$ cat config.mk
export PLATFORM = sky130hd
export DESIGN_NAME = m68k_bus_engine
export DESIGN_NICKNAME = d
export VERILOG_FILES = /design/src/rtl/m68k_bus_pkg.sv /design/src/rtl/m68k_req_fifo.sv /design/src/rtl/m68k_bus_engine.sv
export SDC_FILE = /design/constraint.sdc
export NUM_CORES = 1
export LEC_CHECK = 0
export CAP_MARGIN = 0
export CORE_MARGIN = 8
export CORE_UTILIZATION = 28
export CTS_BUF_LIST = sky130_fd_sc_hd__clkbuf_16
export DETAILED_ROUTE_END_ITERATION = 16
export SYNTH_ARGS = -nofsm -noshare
export SYNTH_HDL_FRONTEND = slang
export SYNTH_SLANG_ARGS = --single-unit
$ cat constraint.sdc
create_clock -name PI_CLK -period 6.49 [get_ports PI_CLK]
set_input_delay 0.9735 -clock PI_CLK [delete_from_list [all_inputs] [get_ports PI_CLK]]
set_output_delay 0.9735 -clock PI_CLK [all_outputs]
set_load 0.05 [all_outputs]
$ cat src/rtl/m68k_bus_pkg.sv
// m68k_bus_pkg: shared state encoding, size codes and request record for the 68000 bus engine
package m68k_bus_pkg;
  typedef enum logic [2:0] {IDLE, S_ADDR, S_STRB, WAIT, TERM, S_END} state_t;
  localparam logic [1:0] SIZE_BYTE = 2'd0;
  localparam logic [1:0] SIZE_WORD = 2'd1;
  localparam logic [1:0] SIZE_LONG = 2'd2;
  localparam int E_VMA_ASSERT = 2;
  localparam int E_VMA_TERM = 8;
  typedef struct packed {
    logic [23:0] addr;
    logic        rw;
    logic [1:0]  size;
    logic [2:0]  fc;
    logic [31:0] wdata;
  } req_t;
  function automatic logic misaligned(input req_t r);
    return r.size == 2'd3 || (r.size != SIZE_BYTE && r.addr[0]);
  endfunction
endpackage

$ cat src/rtl/m68k_req_fifo.sv
// m68k_req_fifo: request queue with full/empty flags and a flush input
module m68k_req_fifo
  import m68k_bus_pkg::*;
#(
  parameter int DEPTH = 4
) (
  input  logic clk,
  input  logic rst_n,
  input  logic flush,
  input  logic push,
  input  logic pop,
  input  req_t din,
  output req_t dout,
  output logic full,
  output logic empty
);
  localparam int AW = $clog2(DEPTH);
  req_t mem_q [DEPTH];
  logic [AW:0] wp_q, wp_d, rp_q, rp_d;
  always_comb begin
    wp_d = flush ? '0 : wp_q + {{AW{1'b0}}, push};
    rp_d = flush ? '0 : rp_q + {{AW{1'b0}}, pop};
  end
  always_ff @(posedge clk) begin
    if (!rst_n) begin
      wp_q <= '0;
      rp_q <= '0;
    end else begin
      wp_q <= wp_d;
      rp_q <= rp_d;
    end
    if (push) mem_q[wp_q[AW-1:0]] <= din;
  end
  assign full  = (wp_q[AW] != rp_q[AW]) && (wp_q[AW-1:0] == rp_q[AW-1:0]);
  assign empty = wp_q == rp_q;
  assign dout  = mem_q[rp_q[AW-1:0]];
endmodule

$ cat src/rtl/m68k_bus_engine.sv
// m68k_bus_engine: queued 68000 bus cycles with long splitting, DTACK timeout and a 6800 VPA/VMA cycle
module m68k_bus_engine
  import m68k_bus_pkg::*;
#(
  parameter int SYNC_STAGES    = 3,
  parameter int FIFO_DEPTH     = 4,
  parameter int TIMEOUT_CYCLES = 256,
  parameter int E_DIV          = 10,
  parameter int E_HIGH_START   = 6
) (
  input  logic        PI_CLK,
  input  logic        SYS_RESET_n,
  input  logic        ABORT,
  input  logic        REQ_VALID,
  output logic        REQ_READY,
  input  logic [23:0] REQ_ADDR,
  input  logic        REQ_RW,
  input  logic [1:0]  REQ_SIZE,
  input  logic [2:0]  REQ_FC,
  input  logic [31:0] REQ_WDATA,
  output logic        RSP_VALID,
  output logic        RSP_BERR,
  output logic [31:0] RSP_RDATA,
  output logic        TXN_BUSY,
  input  logic        M68K_CLK,
  output logic [22:0] M68K_A,
  output logic [15:0] M68K_D_OUT,
  input  logic [15:0] M68K_D_IN,
  output logic        M68K_D_OE,
  output logic        BUS_OE,
  output logic [2:0]  M68K_FC,
  output logic        M68K_AS_n,
  output logic        M68K_UDS_n,
  output logic        M68K_LDS_n,
  output logic        M68K_RW,
  output logic        M68K_VMA_n,
  output logic        M68K_E,
  input  logic        M68K_DTACK_n,
  input  logic        M68K_BERR_n,
  input  logic        M68K_VPA_n,
  input  logic        M68K_BGACK_n
);
  localparam int EW = $clog2(E_DIV);
  localparam int TW = $clog2(TIMEOUT_CYCLES + 1);
  logic [SYNC_STAGES-1:0] mclk_q, mclk_d;
  logic [1:0][3:0] async_q, async_d;
  state_t state_q, state_d;
  req_t cur_q, cur_d, fifo_dout;
  logic second_q, second_d, err_q, err_d, doe_q, doe_d, rw_q, rw_d;
  logic as_n_q, as_n_d, uds_n_q, uds_n_d, lds_n_q, lds_n_d, vma_n_q, vma_n_d;
  logic rsp_valid_q, rsp_valid_d, rsp_berr_q, rsp_berr_d;
  logic [TW-1:0] tmo_q, tmo_d;
  logic [EW-1:0] e_cnt_q, e_cnt_d;
  logic [31:0] rdata_q, rdata_d;
  logic [22:0] a_q, a_d;
  logic [2:0] fc_q, fc_d;
  logic [15:0] dout_q, dout_d;
  logic rise, fall, dtack_s, berr_s, vpa_s, bgack_s, full, empty, pop, push, is_byte, is_long;
  assign rise    = mclk_q[SYNC_STAGES-2] & ~mclk_q[SYNC_STAGES-1];
  assign fall    = ~mclk_q[SYNC_STAGES-2] & mclk_q[SYNC_STAGES-1];
  assign {dtack_s, berr_s, vpa_s, bgack_s} = async_q[1];
  assign is_byte = cur_q.size == SIZE_BYTE;
  assign is_long = cur_q.size == SIZE_LONG;
  assign push    = REQ_VALID && REQ_READY;
  m68k_req_fifo #(.DEPTH(FIFO_DEPTH)) u_fifo (
    .clk(PI_CLK), .rst_n(SYS_RESET_n), .flush(ABORT), .push(push), .pop(pop),
    .din('{REQ_ADDR, REQ_RW, REQ_SIZE, REQ_FC, REQ_WDATA}), .dout(fifo_dout), .full(full), .empty(empty)
  );
  always_comb begin
    mclk_d = {mclk_q[SYNC_STAGES-2:0], M68K_CLK};
    async_d = {async_q[0], {M68K_DTACK_n, M68K_BERR_n, M68K_VPA_n, M68K_BGACK_n}};
    e_cnt_d = fall ? (e_cnt_q == EW'(E_DIV - 1) ? '0 : e_cnt_q + EW'(1)) : e_cnt_q;
    state_d = state_q;
    cur_d = cur_q;
    second_d = second_q;
    err_d = err_q;
    tmo_d = tmo_q;
    rdata_d = rdata_q;
    a_d = a_q;
    fc_d = fc_q;
    rw_d = rw_q;
    dout_d = dout_q;
    doe_d = doe_q;
    as_n_d = as_n_q;
    uds_n_d = uds_n_q;
    lds_n_d = lds_n_q;
    vma_n_d = vma_n_q;
    rsp_valid_d = 1'b0;
    rsp_berr_d = 1'b0;
    pop = 1'b0;
    case (state_q)
      IDLE: if (!empty && bgack_s) begin
        pop = 1'b1;
        cur_d = fifo_dout;
        second_d = 1'b0;
        err_d = 1'b0;
        rdata_d = '0;
        rsp_valid_d = misaligned(fifo_dout);
        rsp_berr_d = misaligned(fifo_dout);
        state_d = misaligned(fifo_dout) ? IDLE : S_ADDR;
      end
      S_ADDR: if (rise) begin
        a_d = cur_q.addr[23:1] + {22'b0, second_q};
        fc_d = cur_q.fc;
        rw_d = cur_q.rw;
        doe_d = !cur_q.rw;
        dout_d = is_byte ? {2{cur_q.wdata[7:0]}} : (is_long && !second_q) ? cur_q.wdata[31:16] : cur_q.wdata[15:0];
        state_d = S_STRB;
      end
      S_STRB: if (fall) begin
        as_n_d = 1'b0;
        uds_n_d = is_byte && cur_q.addr[0];
        lds_n_d = is_byte && !cur_q.addr[0];
        tmo_d = '0;
        state_d = WAIT;
      end
      WAIT: if (fall) begin
        // a VMA cycle is paced by E and always ends, so it does not run the timeout
        tmo_d = tmo_q + {{(TW-1){1'b0}}, vma_n_q};
        err_d = err_q || !berr_s || tmo_d == TW'(TIMEOUT_CYCLES);
        vma_n_d = vma_n_q && !(!vpa_s && e_cnt_q == EW'(E_VMA_ASSERT));
        state_d = (!dtack_s || !berr_s || tmo_d == TW'(TIMEOUT_CYCLES) || (!vma_n_q && e_cnt_q == EW'(E_VMA_TERM))) ? TERM : WAIT;
      end
      TERM: if (rise) begin
        rdata_d = !cur_q.rw ? rdata_q
                : is_byte ? {24'b0, cur_q.addr[0] ? M68K_D_IN[7:0] : M68K_D_IN[15:8]}
                : (is_long && !second_q) ? {M68K_D_IN, rdata_q[15:0]} : {rdata_q[31:16], M68K_D_IN};
        state_d = S_END;
      end
      S_END: if (fall) begin
        {as_n_d, uds_n_d, lds_n_d, vma_n_d, doe_d} = 5'b11110;
        second_d = 1'b1;
        rsp_valid_d = !(is_long && !second_q && !err_q);
        rsp_berr_d = err_q;
        state_d = (is_long && !second_q && !err_q) ? S_ADDR : IDLE;
      end
      default: state_d = IDLE;
    endcase
    if (ABORT) begin
      {as_n_d, uds_n_d, lds_n_d, vma_n_d, doe_d} = 5'b11110;
      rsp_valid_d = 1'b0;
      rsp_berr_d = 1'b0;
      pop = 1'b0;
      state_d = IDLE;
    end
  end
  always_ff @(posedge PI_CLK) begin
    if (!SYS_RESET_n) begin
      mclk_q <= '0;
      async_q <= '1;
      state_q <= IDLE;
      cur_q <= '0;
      second_q <= 1'b0;
      err_q <= 1'b0;
      tmo_q <= '0;
      e_cnt_q <= '0;
      rdata_q <= '0;
      a_q <= '0;
      fc_q <= 3'b111;
      rw_q <= 1'b1;
      dout_q <= '0;
      doe_q <= 1'b0;
      {as_n_q, uds_n_q, lds_n_q, vma_n_q} <= 4'hF;
      rsp_valid_q <= 1'b0;
      rsp_berr_q <= 1'b0;
    end else begin
      mclk_q <= mclk_d;
      async_q <= async_d;
      state_q <= state_d;
      cur_q <= cur_d;
      second_q <= second_d;
      err_q <= err_d;
      tmo_q <= tmo_d;
      e_cnt_q <= e_cnt_d;
      rdata_q <= rdata_d;
      a_q <= a_d;
      fc_q <= fc_d;
      rw_q <= rw_d;
      dout_q <= dout_d;
      doe_q <= doe_d;
      {as_n_q, uds_n_q, lds_n_q, vma_n_q} <= {as_n_d, uds_n_d, lds_n_d, vma_n_d};
      rsp_valid_q <= rsp_valid_d;
      rsp_berr_q <= rsp_berr_d;
    end
  end
  assign REQ_READY  = !full || pop;
  assign TXN_BUSY   = !empty || state_q != IDLE;
  assign RSP_VALID  = rsp_valid_q;
  assign RSP_BERR   = rsp_berr_q;
  assign RSP_RDATA  = rdata_q;
  assign M68K_A     = a_q;
  assign M68K_D_OUT = dout_q;
  assign M68K_D_OE  = doe_q;
  assign BUS_OE     = bgack_s;
  assign M68K_FC    = fc_q;
  assign M68K_AS_n  = as_n_q;
  assign M68K_UDS_n = uds_n_q;
  assign M68K_LDS_n = lds_n_q;
  assign M68K_RW    = rw_q;
  assign M68K_VMA_n = vma_n_q;
  assign M68K_E     = e_cnt_q >= EW'(E_HIGH_START);
endmodule

* After elaboration in Yosys (flattened, before gate mapping)
Memories as Yosys holds them, arrays and structs flattened. A register that Yosys moved wholly into a read port is not among the register bits.
Cells that the tools add are included.
** Cells by class
- Add/sub/neg operators :: 5
- Magnitude comparators :: 1
- Equal/unequal tests :: 23
- Muxes and demuxes :: 49
- Bitwise logic cells :: 5
- Reductions and logical operators :: 54
** Operators with widths (number)
- $mux W32 :: 5
- $pmux W32 S2 :: 1
- $mux W16 :: 2
- $add A23 B1 Y23 :: 1
- $mux W3 :: 7
- $mux W1 :: 18
- $mux W9 :: 2
- $pmux W1 S2 :: 9
- $pmux W3 S6 :: 1
- $pmux W9 S2 :: 1
- $reduce_and A3 Y1 :: 6
- $reduce_bool A2 Y1 :: 8
- $ne A2 B2 Y1 const B :: 7
- $logic_not A1 Y1 :: 12
- $logic_and A1 B1 Y1 :: 11
- $reduce_and A5 Y1 :: 2
- $add A9 B1 Y9 :: 1
- $eq A9 B9 Y1 const B :: 1
- $eq A4 B4 Y1 const B :: 2
- $logic_or A1 B1 Y1 :: 8
- $mux W8 :: 1
- $add A3 B1 Y3 :: 2
- $eq A3 B2 Y1 const B :: 2
- $eq A3 B3 Y1 const B :: 2
- other kinds (19) :: 25
** Word-level totals
- Register bits after elaboration :: 179
- RAM bits :: 248
- Memories kept :: 1
** Memories
- u_fifo.mem_q :: depth 4, bits a word 62, read ports 1, clocked after memory_dff 1, write ports 1, RTL line m68k_req_fifo.sv:18 : req_t mem_q [DEPTH];

* Depth between registers and ports, before layout
Gate-level depths: netlist (run 1).
- Depth after elaboration :: 10
- Gate-level depth with buffers :: 10
- Gate-level depth less buffers :: 9

* Modules after synthesis
Synthesis (run 1) repeated with hierarchy kept, for this count alone.
** Second synthesis, totals
- Cell total of the unflattened synthesis :: 1251
- Area, all modules :: 16507.1 um^2
** By module, submodules not included
- m68k_req_fifo :: times used 1, cells each 354, area each 9322.7 um^2, seq. area each 7567.3 um^2
- m68k_bus_engine :: times used 1, cells each 897, area each 7184.4 um^2, seq. area each 3463.3 um^2

* Worst setup path before layout (run 1)
No wires, ideal clock.
- Kind :: register to register
- From :: register state_q[0]
- To :: memory u_fifo.mem_q[2][0] (netlist name), enable pin
- Setup time :: 0.571 ns
- Arrival time :: 6.439 ns
- Setup slack :: -0.520 ns
- Stages on the path, launching flop included :: 7
- Path buffers :: 1
- Period minus slack after synthesis :: 7.010 ns
- Cells stage by stage :: dfxtp_1 buf_2 or3_4 a311oi_4 a211o_1 nand2_1 nor3b_1
** Between the ends
- Cells in the longest elaborated chain, start to end :: 7
** Ends and longest elaborated chain
- start: declaration :: RTL line m68k_bus_engine.sv:47 : state_t state_q, state_d;
- start signal: assignment :: RTL line m68k_bus_engine.sv:169 : state_q <= state_d;
- $logic_not A3 Y1 :: RTL line m68k_bus_engine.sv:91 : case (state_q)
- $mux W1 :: RTL line m68k_bus_engine.sv:91
- $mux W1 :: RTL line m68k_bus_engine.sv:139 : if (ABORT) begin
- $logic_or A1 B1 Y1 :: RTL line m68k_bus_engine.sv:186 : assign REQ_READY = !full || pop;
- named net REQ_READY :: RTL line m68k_bus_engine.sv:15 : output logic REQ_READY,
- $logic_and A1 B1 Y1 :: RTL line m68k_bus_engine.sv:64 : assign push = REQ_VALID && REQ_READY;
- $mux W1 :: RTL line m68k_req_fifo.sv:32 : if (push) mem_q[wp_q[AW-1:0]] <= din;
- $mux W1 (not written as such) :: RTL line m68k_req_fifo.sv:32
- end: declaration :: RTL line m68k_req_fifo.sv:18
The timed path passes the listed nets, and every way through them passes these cells.

* Worst setup path in the final report (run 1)
- From :: register state_q[0]
- To :: output REQ_READY
** Between the ends
- Cells in the longest elaborated chain, start to end :: 4
** Ends and longest elaborated chain (RTL line)
- $logic_not A3 Y1 :: m68k_bus_engine.sv:91
- $mux W1 :: m68k_bus_engine.sv:91
- $mux W1 :: m68k_bus_engine.sv:139
- $logic_or A1 B1 Y1 :: m68k_bus_engine.sv:186
- end: declaration :: m68k_bus_engine.sv:15
No other way between the ends.

==> impl_metrics.ini, run 1 <==
[floorplanning]
core.rowCount = 88
fp.dieW_microns = 257.6
initial_core_util_pct = 28.33
die_y_microns = 257.6
io_pins = 173
core_sq_um = 57700
die-area_sq_um = 66370

[place]
place_ws_ns = 2.740
hpwl_microns = 28010
gp_congestion = 0.8071
port_buffers = 172

[synthesis]
yosysUniqueCellTypes = 54
synth_top_family_by_area = simple AND/OR/NAND/NOR gates
synth_area_leaders = edfxtp_1, dfxtp_1, mux4_2, nand2_1, a21oi_1
synth_edf_count = 248
synth_area_sq_um = 16350
synth-simple-area-share_pct = 10.78
syn_inst = 1246
ys_async_sr_fraction_pct = 0
synth_flop_cell = edfxtp_1
yosysWarnings = 0
synth_seq_area_share_pct = 67.48
synthMuxAreaShare_pct = 8.664
yosys.area.top_type_share_pct = 45.56
synth_adder_area_share_pct = 0.6123
syn_avg_cell_area_sq_um = 13.12
synthesis.nets = 1341
synth_top_area_cell = edfxtp_1
synth-xor-area-share_pct = 1.661
ys_ff_latch = 427
synth_compound_area_share_pct = 8.672

[clocking]
numCtsBuffers = 46
cts_tree = built
htreeDepth = 2
post-cts-setup-buffers = 0
cts.clk_slew.worst_paths_ns = 0.06
cts_root_buf = clkbuf_16
clockBufferDepth = 3
worstSkewPairLatency_ns = 0.58
cts.sink_count = 427
cts_resized = 0
hold_buffers = 0

[power_and_ir_drop]
p_clk_share_pct = 42.9
powerDensity_nw_per_um2 = 281.4
peakVddDrop_mv = 0.1587
sw_frac_of_total_pct = 21.96
comb_power_share_pct = 5.1
power.internal_mw = 4.455
p_switching_mw = 1.254
seq_power_share_pct = 52.0
p_leak_nw = 6.489
power_mw = 5.709

[critical_path]
rrSetupSlack_ns = 2.95
cp.arrival_ns = 2.97
cp_max_fo = 26
worstPathRequired_ns = 5.52
reg2reg_depth = 7
r2r-end = u_fifo.mem_q[3][18]
startpoint_type = register
crit_type = register to output port
r2r-start = state_q[0]
cp-end-kind = output port

[route]
met3_wirelength_microns = 3189
drt-vias-per-instance = 4.663
wl_met2_microns = 19110
drc = 0
first_pass_iters = 5
drt_iter0_drc = 752
highest_layer = met5
num_vias = 10309
wl_met1_microns = 18940
drtAntennaViolNets = 0
routed_wl_microns = 41910
wl_per_cell_microns = 18.96

[global_routing]
grt_max_degree = 88
grt_pass1_vias = 10314
grt-ovfl-total = 0
antenna_found_initial = 9
grt_use_total_pct = 12.22
grt_pass1_wl_microns = 63750

[timing]
finalHoldViolCount = 0
setup_viol = 0
tightest_slew_ns = 1.076
worst_slack_ns = 2.549
final-max-slew-violation-count = 0
period_share_pct = 60.73
min_period_ns = 3.941
rsz0062_at_grt = no
fin_tns_setup_ns = 0
max_freq_mhz = 253.7
slew_headroom_pct = 28.27
clock_skew_ns = 0.02369

[final_layout]
layout_commonest_cell = edfxtp_1
layout-drive-gt1-share_pct = 10.61
layout_common_cells = edfxtp_1, nand2_1, dfxtp_1
nets = 1499
area_delta_synth_final_pct = 24.12
postLayoutCoreUtil_pct = 35.17

[worst_hold_path]
min_path_cells = 1
hp-class = register to register
hold_path.startpoint = async_d[6]
worstHoldEndpoint = async_q[6]

[run_status]
status = finished, final reports clean

[job]
cap_violations = 0
==> logic make-up after synthesis <==
logic type,after synthesis
buf+inv,83
fa+ha+maj,8
mux,64
compound gates,229
simple gates,404
flops,427
xor+xnor,31
==> power groups by stage <==
| stage | combinational, mW | clock [mW] | sequential, mW |
|---|---|---|---|
| 2_1_floorplan | 0.162 | 0 | 3.02 |
| 3_3_place_gp | 0.293 | 0 | 3.02 |
| 3_5_place_dp | 0.296 | 0 | 3.02 |
| 4_1_cts | 0.298 | 2.52 | 2.97 |
| 5_1_grt | 0.321 | 2.62 | 2.97 |
| 6_report | 0.293 | 2.45 | 2.97 |
==> stage by stage <==
stage / instances / instance area [sq um] / hold slack (ns)
after floorplan: 1246 / 16360 / 0.3863
after global placement: 2121 / 18840 / 0.4033
after detailed placement: 2121 / 18840 / 0.3979
after CTS: 2207 / 20280 / 0.4186
after global routing: 2207 / 20280 / 0.4382
final: 2211 / 20290 / 0.4151
==> cell type report <==
| cell class | count | area [sq um] |
|---|---|---|
| sequential | 427 | 11040 |
| tap | 765 | 957.2 |
| antenna | 4 | 10.01 |
| multi-input combinational | 736 | 5007 |
| inverter | 8 | 30.03 |
| clock inverter | 39 | 259.0 |
| clock buffer | 47 | 1176 |
| timing repair buffer | 185 | 1814 |
| fill | 5590 | 37410 |
==> flip-flops by register name (all words and copies together) (netlist names), 3 cells and up <==
| signal | flops |
|---|---|
| u_fifo.mem_q | 248 |
| cur_q | 62 |
| RSP_RDATA | 32 |
| M68K_A | 23 |
| M68K_D_OUT | 16 |
| tmo_q | 9 |
| async_d | 4 |
| e_cnt_q | 4 |
| M68K_FC | 3 |
| async_q | 3 |
| mclk_q | 3 |
| state_q | 3 |
| u_fifo.rp_q | 3 |
| u_fifo.wp_q | 3 |
==> how the worst max path moves through the flow <==
| stage | start | to |
|---|---|---|
| finish | state_q[0] | REQ_READY |
| global route | state_q[0] | REQ_READY |
| CTS | state_q[0] | REQ_READY |
| detailed placement | ABORT | u_fifo.mem_q[1][11] |
| global placement | ABORT | u_fifo.mem_q[1][11] |
| floorplan | state_q[0] | u_fifo.mem_q[1][0] |
==> per-layer routing <==
metal  vias to the layer above  global-route usage [%]
met5                         -                       0
met4                         6                   2.890
met3                        51                   3.365
met2                       312                   19.30
met1                      5007                   16.57
li1                       4933                       -
==> synth_stat cells (all sizes together) (3+ instances only) <==
| library cell | instances |
|---|---|
| edfxtp | 248 |
| nand2 | 224 |
| dfxtp | 179 |
| a21oi | 87 |
| mux4 | 62 |
| nor2 | 61 |
| o21ai | 58 |
| clkbuf | 50 |
| nand3 | 47 |
| buf | 25 |
| xnor2 | 21 |
| a21boi | 19 |
| nor3 | 13 |
| a211oi | 12 |
| nand2b | 12 |
| a22oi | 10 |
| a311oi | 10 |
| nand4 | 10 |
| xor2 | 10 |
| a221oi | 9 |
| and2 | 9 |
| o31ai | 9 |
| ha | 8 |
| inv | 8 |
| and3 | 7 |
| nor2b | 6 |
| or3 | 5 |
| nor3b | 4 |
| a211o | 3 |
| a21o | 3 |
==> worst max-delay path: stages, from the launching register on <==
cell,delay (ns)
dfxtp_1,0.57
or3_4,0.52
a311oi_4,0.29
a211o_1,0.18
clkdlybuf4s50_1,0.85
(Power assumes the default switching activity.)
==> run 2, diff against run 1 <==
==> constraint.sdc (replaced) <==
create_clock -name PI_CLK -period 3.9 [get_ports PI_CLK]
set_input_delay 0.585 -clock PI_CLK [delete_from_list [all_inputs] [get_ports PI_CLK]]
set_output_delay 0.585 -clock PI_CLK [all_outputs]
set_load 0.05 [all_outputs]
==> impl_metrics.ini, run 2 (synthesis gave the netlist of run 1 again) <==
[run_status]
status = finished, final reports clean

[timing]
worst_slack_ns = 0.6587
min_period_ns = 3.241
rsz0062_at_grt = no
fin_tns_setup_ns = 0
period_share_pct = 83.11
tightest_slew_ns = 1.078
slew_headroom_pct = 28.14
clock_skew_ns = 0.04917
max_freq_mhz = 308.5
finalHoldViolCount = 0
setup_viol = 0
final-max-slew-violation-count = 0

[job]
cap_violations = 0

[floorplanning]
io_pins = 173
core_sq_um = 57700
initial_core_util_pct = 28.33
die-area_sq_um = 66370
die_y_microns = 257.6
core.rowCount = 88
fp.dieW_microns = 257.6

[route]
drt-vias-per-instance = 4.752
drtAntennaViolNets = 0
highest_layer = met5
met3_wirelength_microns = 3125
drt_iter0_drc = 686
first_pass_iters = 7
drc = 0
wl_met1_microns = 18770
routed_wl_microns = 42260
wl_per_cell_microns = 19.16
num_vias = 10484
wl_met2_microns = 19320

[final_layout]
postLayoutCoreUtil_pct = 35.30
area_delta_synth_final_pct = 24.59
design_area_sq_um = 20370
regArea_sq_um = 11040
nets = 1499
fillerInstances = 5630
layout_commonest_cell = edfxtp_1
layout_common_cells = edfxtp_1, nand2_1, dfxtp_1
layout-drive-gt1-share_pct = 10.98
multiInputGateArea_sq_um = 5009
largest_reg_flops = 248
final_cells = 2206

[global_routing]
grt_pass1_wl_microns = 63870
grt-ovfl-total = 0
grt_pass1_vias = 10458
grt_use_total_pct = 12.33
grt_max_degree = 74
antenna_found_initial = 10

[clocking]
cts_root_buf = clkbuf_16
hold_buffers = 0
post-cts-setup-buffers = 0
cts_tree = built
cts_resized = 0
cts.sink_count = 427
clockBufferDepth = 3
cts.clk_slew.worst_paths_ns = 0.06
htreeDepth = 2
numCtsBuffers = 45
worstSkewPairLatency_ns = 0.60

[critical_path]
cp.arrival_ns = 2.66
reg2reg_depth = 8
worstPathRequired_ns = 3.31
crit_type = register to output port
r2r-start = state_q[0]
critPathLaunch = state_q[0]
r2r-end = u_fifo.mem_q[1][28]
rrSetupSlack_ns = 1.03
startpoint_type = register
cp_max_fo = 26
endpoint = TXN_BUSY
cp-end-kind = output port

[power_and_ir_drop]
p_leak_nw = 6.469
peakVddDrop_mv = 0.3180
powerDensity_nw_per_um2 = 472.2

[place]
dpl_cell_area_sq_um = 18900
port_buffers = 172
gp_congestion = 0.7998
place_inst = 2122
place_ws_ns = 1.057
hpwl_microns = 28040

[worst_hold_path]
hp-class = register to register
==> run 2: cell count changes in the layout (fill, tap and decap cells not counted), moves of 2 or more <==
cell	previous run	this run
clkinvlp_4	1	4
buf_12	0	4
clkinv_1	6	9
buf_4	13	11
inv_1	25	16
clkbuf_16	47	45
diode_2	4	2
bufinv_16	2	4
==> run 2: worst min-delay path by stage <==
stage                from    endpoint  slack [ns]  cells past startpoint
3_3_place_gp   async_d[4]      BUS_OE        0.40                      1
5_1_grt        async_d[6]  async_q[6]        0.44                      1
2_1_floorplan  async_d[4]      BUS_OE        0.39                      1
4_1_cts        async_d[6]  async_q[6]        0.41                      1
3_5_place_dp   async_d[4]      BUS_OE        0.40                      1
6_report       async_d[6]  async_q[6]        0.41                      1
==> run 2: power breakdown <==
group | internal [mW] | leakage (nW) | switching [mW] | total [mW]
registers | 4.88 | 3.73 | 0.0534 | 4.93
logic | 0.206 | 2.00 | 0.293 | 0.499
clock network | 2.39 | 0.739 | 1.80 | 4.18
total | 7.48 | 6.47 | 2.14 | 9.62
==> run 2: layout make-up <==
class	count	share of cell area, %
repair buffers	186	9.178
inverters	8	0.1474
clock inverters	37	1.646
clock buffers	45	5.529
well taps	765	4.700
flip-flops and latches	427	54.18
diodes	2	0.02457
multi-input cells	736	24.59
==> run 2: metal layers <==
metal,vias to the layer above,global-route usage [%]
li1,4917,-
met1,5176,16.23
met2,309,19.47
met3,70,3.657
met4,12,3.796
met5,-,0
==> run 2: through the flow <==
step | total power, mW | hold WS [ns]
2_1_floorplan | 5.294 | 0.3863
3_3_place_gp | 5.520 | 0.3981
3_5_place_dp | 5.535 | 0.3952
4_1_cts | 9.742 | 0.4148
5_1_grt | 9.944 | 0.4355
6_report | 9.617 | 0.4106
==> run 2: critical path: stages, from the launching register on <==
cell and delay (ns):
dfxtp_1 0.88, nor3_1 0.16, nand4_1 0.20, clkdlybuf4s50_1 0.85
